**config.mk**
```make
export PLATFORM = sky130hd
export DESIGN_NAME = fifo_rx
export DESIGN_NICKNAME = d
export VERILOG_FILES = /design/src/rtl/uart_fifo_pkg.sv /design/src/rtl/fifo_rx_mem.sv /design/src/rtl/fifo_rx.sv
export SDC_FILE = /design/constraint.sdc
export NUM_CORES = 1
export LEC_CHECK = 0
export CAP_MARGIN = 20
export CORE_UTILIZATION = 53
export CTS_CLUSTER_SIZE = 24
export DETAILED_ROUTE_END_ITERATION = 10
export PLACE_DENSITY = 0.77
export SLEW_MARGIN = 10
export SYNTH_ARGS = -nofsm -noshare
export SYNTH_HDL_FRONTEND = slang
export SYNTH_SLANG_ARGS = --single-unit
export TNS_END_PERCENT = 5
```
**constraint.sdc**
```tcl
create_clock -name clk_fifo_rx -period 2.5 [get_ports clk_fifo_rx]
set_input_delay 0.5 -clock clk_fifo_rx [delete_from_list [all_inputs] [get_ports clk_fifo_rx]]
set_output_delay 0.5 -clock clk_fifo_rx [all_outputs]
set_load 0.01 [all_outputs]
```
**src/rtl/uart_fifo_pkg.sv**
```systemverilog
// uart_fifo_pkg: sizing constants shared by the UART RX and TX byte FIFOs.
//   DATA_W    byte width
//   DEPTH     FIFO entries (power of two)
//   ADDR_W    log2(DEPTH), pointer width
//   AFULL_LVL occupancy at or above which almost_full asserts
//   MEM_W     stored entry width; one extra error-tag bit when
//             FIFO_RX_ERR_TAG_EN is defined
package uart_fifo_pkg;
    localparam int DATA_W    = 8;
    localparam int DEPTH     = 16;
    localparam int ADDR_W    = 4;
    localparam int AFULL_LVL = 12;
`ifdef FIFO_RX_ERR_TAG_EN
    localparam int MEM_W     = DATA_W + 1;
`else
    localparam int MEM_W     = DATA_W;
`endif
endpackage

```
**src/rtl/fifo_rx_mem.sv**
```systemverilog
// fifo_rx_mem: simple dual-port storage for the RX FIFO.
//   clk_fifo_rx  clock
//   rst_fifo_rx  async active-high reset (read register only; array is not reset)
//   wr_en/wr_addr/wr_data  synchronous write port
//   rd_en/rd_addr          read request; rd_data is registered and holds
//                          its value when rd_en is low
// Entry width is MEM_W, which grows by one bit under FIFO_RX_ERR_TAG_EN.
module fifo_rx_mem
    import uart_fifo_pkg::*;
(
    input  logic              clk_fifo_rx,
    input  logic              rst_fifo_rx,
    input  logic              wr_en,
    input  logic [ADDR_W-1:0] wr_addr,
    input  logic [MEM_W-1:0]  wr_data,
    input  logic              rd_en,
    input  logic [ADDR_W-1:0] rd_addr,
    output logic [MEM_W-1:0]  rd_data
);

    logic [MEM_W-1:0] mem [DEPTH];

    always_ff @(posedge clk_fifo_rx) begin
        if (wr_en) mem[wr_addr] <= wr_data;
    end

    // A write and a read to the same slot (only possible when full) returns
    // the old contents: the read samples before the write lands.
    always_ff @(posedge clk_fifo_rx or posedge rst_fifo_rx) begin
        if (rst_fifo_rx)  rd_data <= '0;
        else if (rd_en)   rd_data <= mem[rd_addr];
    end

endmodule

```
**src/rtl/fifo_rx.sv**
```systemverilog
// fifo_rx: UART receive-side byte FIFO.
//   clk_fifo_rx, rst_fifo_rx   clock, async active-high reset
//   data_in, frame_valid       received byte + one-cycle strobe
//   frame_err                  per-byte error tag (stored only with
//                              FIFO_RX_ERR_TAG_EN defined)
//   rd_en                      host read request
//   clr_overrun                clears sticky overrun
//   data_out, data_valid       registered read data + one-cycle pulse
//   data_err                   error tag of data_out (0 without the macro)
//   empty, full, almost_full   flags decoded from registered count
//   count                      occupancy 0..DEPTH
//   overrun                    sticky: a byte was dropped while full
// Configuration macro: FIFO_RX_ERR_TAG_EN.
module fifo_rx
    import uart_fifo_pkg::*;
(
    input  logic              clk_fifo_rx,
    input  logic              rst_fifo_rx,
    input  logic [DATA_W-1:0] data_in,
    input  logic              frame_valid,
    input  logic              frame_err,
    input  logic              rd_en,
    input  logic              clr_overrun,
    output logic [DATA_W-1:0] data_out,
    output logic              data_valid,
    output logic              data_err,
    output logic              empty,
    output logic              full,
    output logic              almost_full,
    output logic [ADDR_W:0]   count,
    output logic              overrun
);

    localparam logic [ADDR_W:0] FULL_CNT  = (ADDR_W+1)'(DEPTH);
    localparam logic [ADDR_W:0] AFULL_CNT = (ADDR_W+1)'(AFULL_LVL);

    logic [ADDR_W-1:0] wr_pt, rd_pt;
    logic              rd_acc, wr_acc, wr_drop;
    logic [MEM_W-1:0]  wr_word, rd_word;

    assign empty       = (count == '0);
    assign full        = (count == FULL_CNT);
    assign almost_full = (count >= AFULL_CNT);

    // Full + read frees a slot in the same cycle, so the write is taken too.
    // Empty + write does not bypass: the read is simply ignored.
    assign rd_acc  = rd_en && !empty;
    assign wr_acc  = frame_valid && (!full || rd_en);
    assign wr_drop = frame_valid && full && !rd_en;

`ifdef FIFO_RX_ERR_TAG_EN
    assign wr_word  = {frame_err, data_in};
    assign data_out = rd_word[DATA_W-1:0];
    assign data_err = rd_word[DATA_W];
`else
    logic unused_frame_err;
    assign unused_frame_err = frame_err;
    assign wr_word  = data_in;
    assign data_out = rd_word;
    assign data_err = 1'b0;
`endif

    fifo_rx_mem u_mem (
        .clk_fifo_rx (clk_fifo_rx),
        .rst_fifo_rx (rst_fifo_rx),
        .wr_en       (wr_acc),
        .wr_addr     (wr_pt),
        .wr_data     (wr_word),
        .rd_en       (rd_acc),
        .rd_addr     (rd_pt),
        .rd_data     (rd_word)
    );

    always_ff @(posedge clk_fifo_rx or posedge rst_fifo_rx) begin
        if (rst_fifo_rx) begin
            wr_pt      <= '0;
            rd_pt      <= '0;
            count      <= '0;
            data_valid <= 1'b0;
            overrun    <= 1'b0;
        end else begin
            data_valid <= rd_acc;
            if (wr_acc) wr_pt <= wr_pt + ADDR_W'(1);
            if (rd_acc) rd_pt <= rd_pt + ADDR_W'(1);
            if (wr_acc && !rd_acc)      count <= count + (ADDR_W+1)'(1);
            else if (rd_acc && !wr_acc) count <= count - (ADDR_W+1)'(1);
            // A drop in the same cycle as a clear keeps the flag set.
            if (wr_drop)          overrun <= 1'b1;
            else if (clr_overrun) overrun <= 1'b0;
        end
    end

endmodule

```
# ---- After elaboration in Yosys (flattened, before gate mapping)
# Memories as Yosys holds them, arrays and structs flattened. A register that Yosys moved wholly into a read port is not among the register bits.
# Index checks and enable logic that the tools add are counted.
# W data, S select, Z words.
dict set report totals {
  register_bits 15
  ram_bits 128
  inputBits 14
  out_inout_bits 19
  wordCells 33
  mem_count 1
}
dict set report classes {
  add_sub_neg 4
  magnitude_cmp 1
  n_eq_ne 1
  muxes 6
  reduce_logical 15
}
# name depth width rd rd_clocked_by_memory_dff write_ports line_no
set memory_table {}
lappend memory_table {u_mem.mem 16 8 1 1 1 fifo_rx_mem.sv:21} ;# logic [MEM_W-1:0] mem [DEPTH];
# operator count
set ops {}
lappend ops {{$mux W5} 2}
lappend ops {{$add A4 B1 Y4 const B} 2}
lappend ops {{$logic_and A1 B1 Y1} 6}
lappend ops {{$add A5 B1 Y5 const B} 1}
lappend ops {{$eq A5 B5 Y1 const B} 1}
lappend ops {{$ge A5 B4 Y1 const B} 1}
lappend ops {{$logic_not A1 Y1} 5}
lappend ops {{$logic_not A5 Y1} 1}
lappend ops {{$sub A5 B1 Y5 const B} 1}
lappend ops {{$mux W1} 4}
lappend ops {{$reduce_bool A2 Y1} 2}
lappend ops {{$logic_or A1 B1 Y1} 1}

# ---- Logic depth before layout (Yosys ltp)
# Gate-level depths: netlist of run 1.
dict set report depth {
  depth_word 8
  depth_mapped 11
  depth_no_buf 11
}

# ---- Modules after synthesis
# Synthesis of run 1 repeated with hierarchy kept, for this count alone.
dict set report unflattened {
  hier_cells 318
  area_unflattened_um2 6168.4
}
# module instances cells_each area_per_inst_um2 seq_area_each_um2
set by_module_without_submodules {}
lappend by_module_without_submodules {fifo_rx_mem 1 241 5335.1 4043.9}
lappend by_module_without_submodules {fifo_rx 1 77 833.3 375.4}

# ---- Least setup slack after synthesis of run 1
# OpenSTA, ideal clock, no wires.
dict set report synth_timing {
  path_kind {reg2reg}
  from {register count[0]}
  to {register count[4]}
  setup_ps 81
  arrival_time_ps 2661
  required_ps 2419
  slack_ps -242
  path_stages_with_launch 11
  path_buffers 1
  synth_period_minus_slack_ps 2742
  path_cell_list {dfrtp_1 or4_4 o21ai_4 buf_4 ha_1 inv_1 ha_1 a21o_1 a21oi_1 mux2i_1 xnor2_1}
}
dict set report synth_via {
  elab_chain_len 7
  word_cells_on_any_way 16
  classes_between {2 x add/sub; 1 x eq/ne; 2 x mux; 11 x reduce/logical}
}
# item line_no
set synth_rtl {}
lappend synth_rtl {{start: declaration} fifo_rx.sv:30} ;# output logic [ADDR_W:0] count,
lappend synth_rtl {{start signal: assignment} fifo_rx.sv:85} ;# if (wr_acc && !rd_acc) count <= count + (ADDR_W+1)'(1);
lappend synth_rtl {{start signal: assignment} fifo_rx.sv:86} ;# else if (rd_acc && !wr_acc) count <= count - (ADDR_W+1)'(1);
lappend synth_rtl {{branches (longest 7 deep; another with $sub A5 B1 Y5)} n/a}
# Several ways; the timed one is not identified. The select of a mux whose other input is x is not followed.
# A chain may end at the register's enable or synchronous reset.

# ---- Worst setup path in the final report of run 1
dict set report layout_timing {
  from {register count[0]}
  to {output full}
}
dict set report layout_via {
  elab_chain_len 1
}
# item line_no
set layout_rtl {}
lappend layout_rtl {{$eq A5 B5 Y1} fifo_rx.sv:42} ;# assign full = (count == FULL_CNT);
lappend layout_rtl {{end: declaration} fifo_rx.sv:28} ;# output logic full,
# No other way between the ends.

==> parameters.txt, run 1 <==
Parameter                              Value

Layout
  Final Net Count    414
  Most common cell after layout, fill and taps aside    sky130_fd_sc_hd__edfxtp_1
  Share of post-route cells with drive strength above 1    27.1%
  Layout area overhead    22.9%
  Inserted Diodes    0
  Highest-count cells in the layout ignoring fill and taps    sky130_fd_sc_hd__edfxtp_1 (128), sky130_fd_sc_hd__mux4_2 (33), sky130_fd_sc_hd__clkdlybuf4s50_1 (29)

Yosys
  Synthesized Nets    348
  Cell types with the largest area share after synthesis    sky130_fd_sc_hd__edfxtp_1 (63%), sky130_fd_sc_hd__mux4_2 (12%), sky130_fd_sc_hd__dfrtp_1 (9.5%)
  Combinational family with the most area after synthesis    multiplexers
  Flops & latches, synth    151
  Dominant synthesized flop cell    sky130_fd_sc_hd__edfxtp_1
  Share of the synthesized area in the top cell type    63.3%
  Multiplexer fraction of the synthesized cell area    13.6%
  Average cell area after synthesis    18.8 um2
  Post-synthesis share of cell area spent on full adders, half adders and majority gates    2.39%
  Number of enable flip-flop cells after synthesis    128
  Fraction of the mapped netlist area in simple logic gates    4.78%
  Mapped Cells    323
  Post-Synth XOR/XNOR Area    1.44%
  Compound-Gate Fraction of Synth Area    2.88%
  Summed instance area of the synthesized netlist    0.00607 mm2
  Async SR Flop Fraction    15.2%
  Number of distinct library cells after synthesis    34
  Seq/Total Area, Yosys    72.8%
  Warning count from the yosys run    0
  Cell type with the largest total area after synthesis    sky130_fd_sc_hd__edfxtp_1

Job
  Max-cap violation count    0

Setup path
  Buffers plus inverters on the worst setup path    2
  Data required time at the worst endpoint    2.00 ns
  Crit-path max FO    5
  Category of the worst setup path launch point    flop
  Category of the most critical setup path    flop to output port
  Crit. End Element    output port
  Chain of cells forming the critical path    nor4_2 -> nand2_1 -> inv_1 -> clkdlybuf4s50_1
  Critical Path Max Stage Delay    0.53 ns
  Slowest library cell on the worst path    sky130_fd_sc_hd__clkdlybuf4s50_1
  Worst Path Arrival    1.86 ns
  Crit-path leading delay family    buffers and inverters

Placement
  Number of buffer cells added on primary ports    30
  Final RePlAce weighted congestion    0.792
  HPWL reported at the end of detailed placement    7100 um

Global route
  Initial antenna violation count    0
  Pin count of the biggest net entering global routing    24
  Leftover overflow at the end of global routing    0
  GR Layer Usage met1    28.8%
  Vias in the first global route    3203
  Global-route wire length before repair    17800 um
  Routing layer with the top usage in global route    met2
  Global Route met2 Usage    33.5%
  Overall fraction of global-route tracks in use    21.9%
  Met3 GRT Util    6.28%

Power and ir drop
  PwrDens    1160 mW/mm2
  Maximum ir drop on the vdd rail    0.664 mV
  PnR Total Power    8.65 mW
  Leakage    2.63 nW

Die
  Core ar.    0.0110 mm2
  Die Height    109 um
  Overall die area    0.0119 mm2
  Die Wd    109 um
  Standard-cell row count    38
  Ports placed on the boundary    33
  Effective utilization at floorplan    55.3%

CTS
  Clk_lat worst skew    0.42 ns
  Clock transition at path regs    0.06 ns
  TritonCTS clock tree    done
  Buffer depth of the longest clock path    2
  Root cell of the clock tree    sky130_fd_sc_hd__clkbuf_16
  Deepest level of the CTS H-tree    4
  Clock sink count    151
  Number of buffers added by the clock tree synthesis step    17

Timing
  Worst clock skew on the final layout    0.00867 ns
  Final Hold Slack    0.443 ns
  Final critical path time including I/O delays and setup    2.36 ns
  Final setup violation count    0
  Rel. slew slack    40.9%
  Number of hold violations in the final report    0
  Transition time at the pin with the least slew margin    0.886 ns
  Max-slew violation count    0
  Share of the cycle needed by the critical path after routing    94.6%
  Fmax    423 MHz

Drt
  Routed wire length    11500 um
  Drt wl/cell    21.1 um
  Remaining design rule violation count    0
  Antenna Violating Nets Remaining    0
  Iteration-0 DRC Markers    255
  Vias post-DR    3108
  Post-detailed-route via-to-cell ratio    5.73
  Pre-antenna DRT Iters    4

Outcome
  Result of the run    finished clean

Hold path
  Kind of path behind the tightest hold check    primary input to async pin
-- kinds of logic (layout without fill, tap and decap cells) --
| logic type | count (synthesis) | count (layout) |
|---|---|---|
| other | 1 | 1 |
| adder cells (fa/ha/maj) | 11 | 11 |
| buffers and inverters | 26 | 105 |
| AO/OA/AOI/OAI | 25 | 25 |
| flip-flops | 151 | 151 |
| AND/OR/NAND/NOR | 58 | 58 |
| multiplexers | 41 | 41 |
| XOR/XNOR | 10 | 10 |
-- layer usage --
layer  part of all wire, %  vias up
met1                    42     1593
met5                     0        -
met3                   6.1       19
li1                      -     1389
met2                    50      107
met4                   1.8        0
-- final cells by class --
| cell class | count | area, um2 |
|---|---|---|
| flip-flops and latches | 151 | 4420 |
| fillers | 675 | 3520 |
| multi-input cells | 146 | 1560 |
| repair buffers | 61 | 632 |
| clock buffers | 18 | 439 |
| clock inverters | 14 | 181 |
| well taps | 140 | 175 |
| inverters | 12 | 47.5 |
-- Yosys cell counts (all sizes together), types with 2 or more instances --
library cell / instances
edfxtp: 128
mux4: 33
nand2: 28
dfrtp: 23
and2: 16
o21ai: 13
inv: 12
buf: 11
ha: 10
xnor2: 9
mux2i: 8
o221ai: 7
clkbuf: 3
nor2: 3
a21o: 2
a21oi: 2
nand4: 2
nor3b: 2
-- state kept, by name (all words and copies together) (netlist names) --
signal and flops:
wr_pt 4, u_mem.mem 128, rd_pt 4, u_mem.rd_data 8, data_valid 1, overrun 1, count 5
-- worst reg2reg max path, delay by kind of cell, from the launching register on --
| kind | cells | cell delay [ns] |
|---|---|---|
| xor+xnor | 1 | 0.09 |
| buf+inv | 1 | 0.06 |
| fa+ha+maj | 2 | 0.40 |
| flops | 1 | 0.42 |
| compound gates | 3 | 0.50 |
| mux | 1 | 0.22 |
| simple gates | 1 | 0.55 |
-- report_power, final --
group	switching, mW	total (mW)	internal, mW
sequential	0.306	3.44	3.13
combinational	1.21	2.57	1.36
clock	0.959	2.64	1.68
-- final timing paths --
path / slack, ns / depth (start not counted) / to / startpoint
max: 0.14 / 4 / full / count[0]
min: 0.44 / 3 / u_mem.rd_data[6] / rst_fifo_rx
max reg2reg: 0.14 / 9 / count[4] / count[1]
min reg2reg: 0.48 / 2 / u_mem.rd_data[5] / u_mem.rd_data[5]
max in group asynchronous: 1.77 / 3 / count[0] / rst_fifo_rx
min in group clk_fifo_rx: 0.48 / 2 / u_mem.rd_data[5] / u_mem.rd_data[5]
-- timing repair --
item / CTS / global route
setup endpoints to repair: 1 / 1
setup buffers: 0 / 4
pin swaps: 0 / 4
hold buffers: 0 / 0
cloned: 0 / 0
resized for setup: 1 / 2
-- through the flow --
step	setup slack, ns	TNS [ns]	std cells	area, um2	utilization (%)
3_3_place_gp	0.0997	0	506	6800	61.9
2_1_floorplan	-0.0356	-0.0356	323	6110	-
4_1_cts	0.0618	0	538	7420	67.6
6_report	0.136	0	542	7460	67.9
3_5_place_dp	0.0335	0	506	6800	61.9
5_1_grt	-0.00878	-0.00878	542	7460	67.9
Note: power is estimated with default switching activity, not from simulation.
==> run 2, diff against run 1 <==
--- a/config.mk
+++ b/config.mk
@@ -14,4 +14,4 @@
 export SYNTH_ARGS = -nofsm -noshare
 export SYNTH_HDL_FRONTEND = slang
 export SYNTH_SLANG_ARGS = --single-unit
-export TNS_END_PERCENT = 5
+export TNS_END_PERCENT = 100
==> results of run 2 <==
The final DEF is identical to that of run 1; final timing and power are the same.
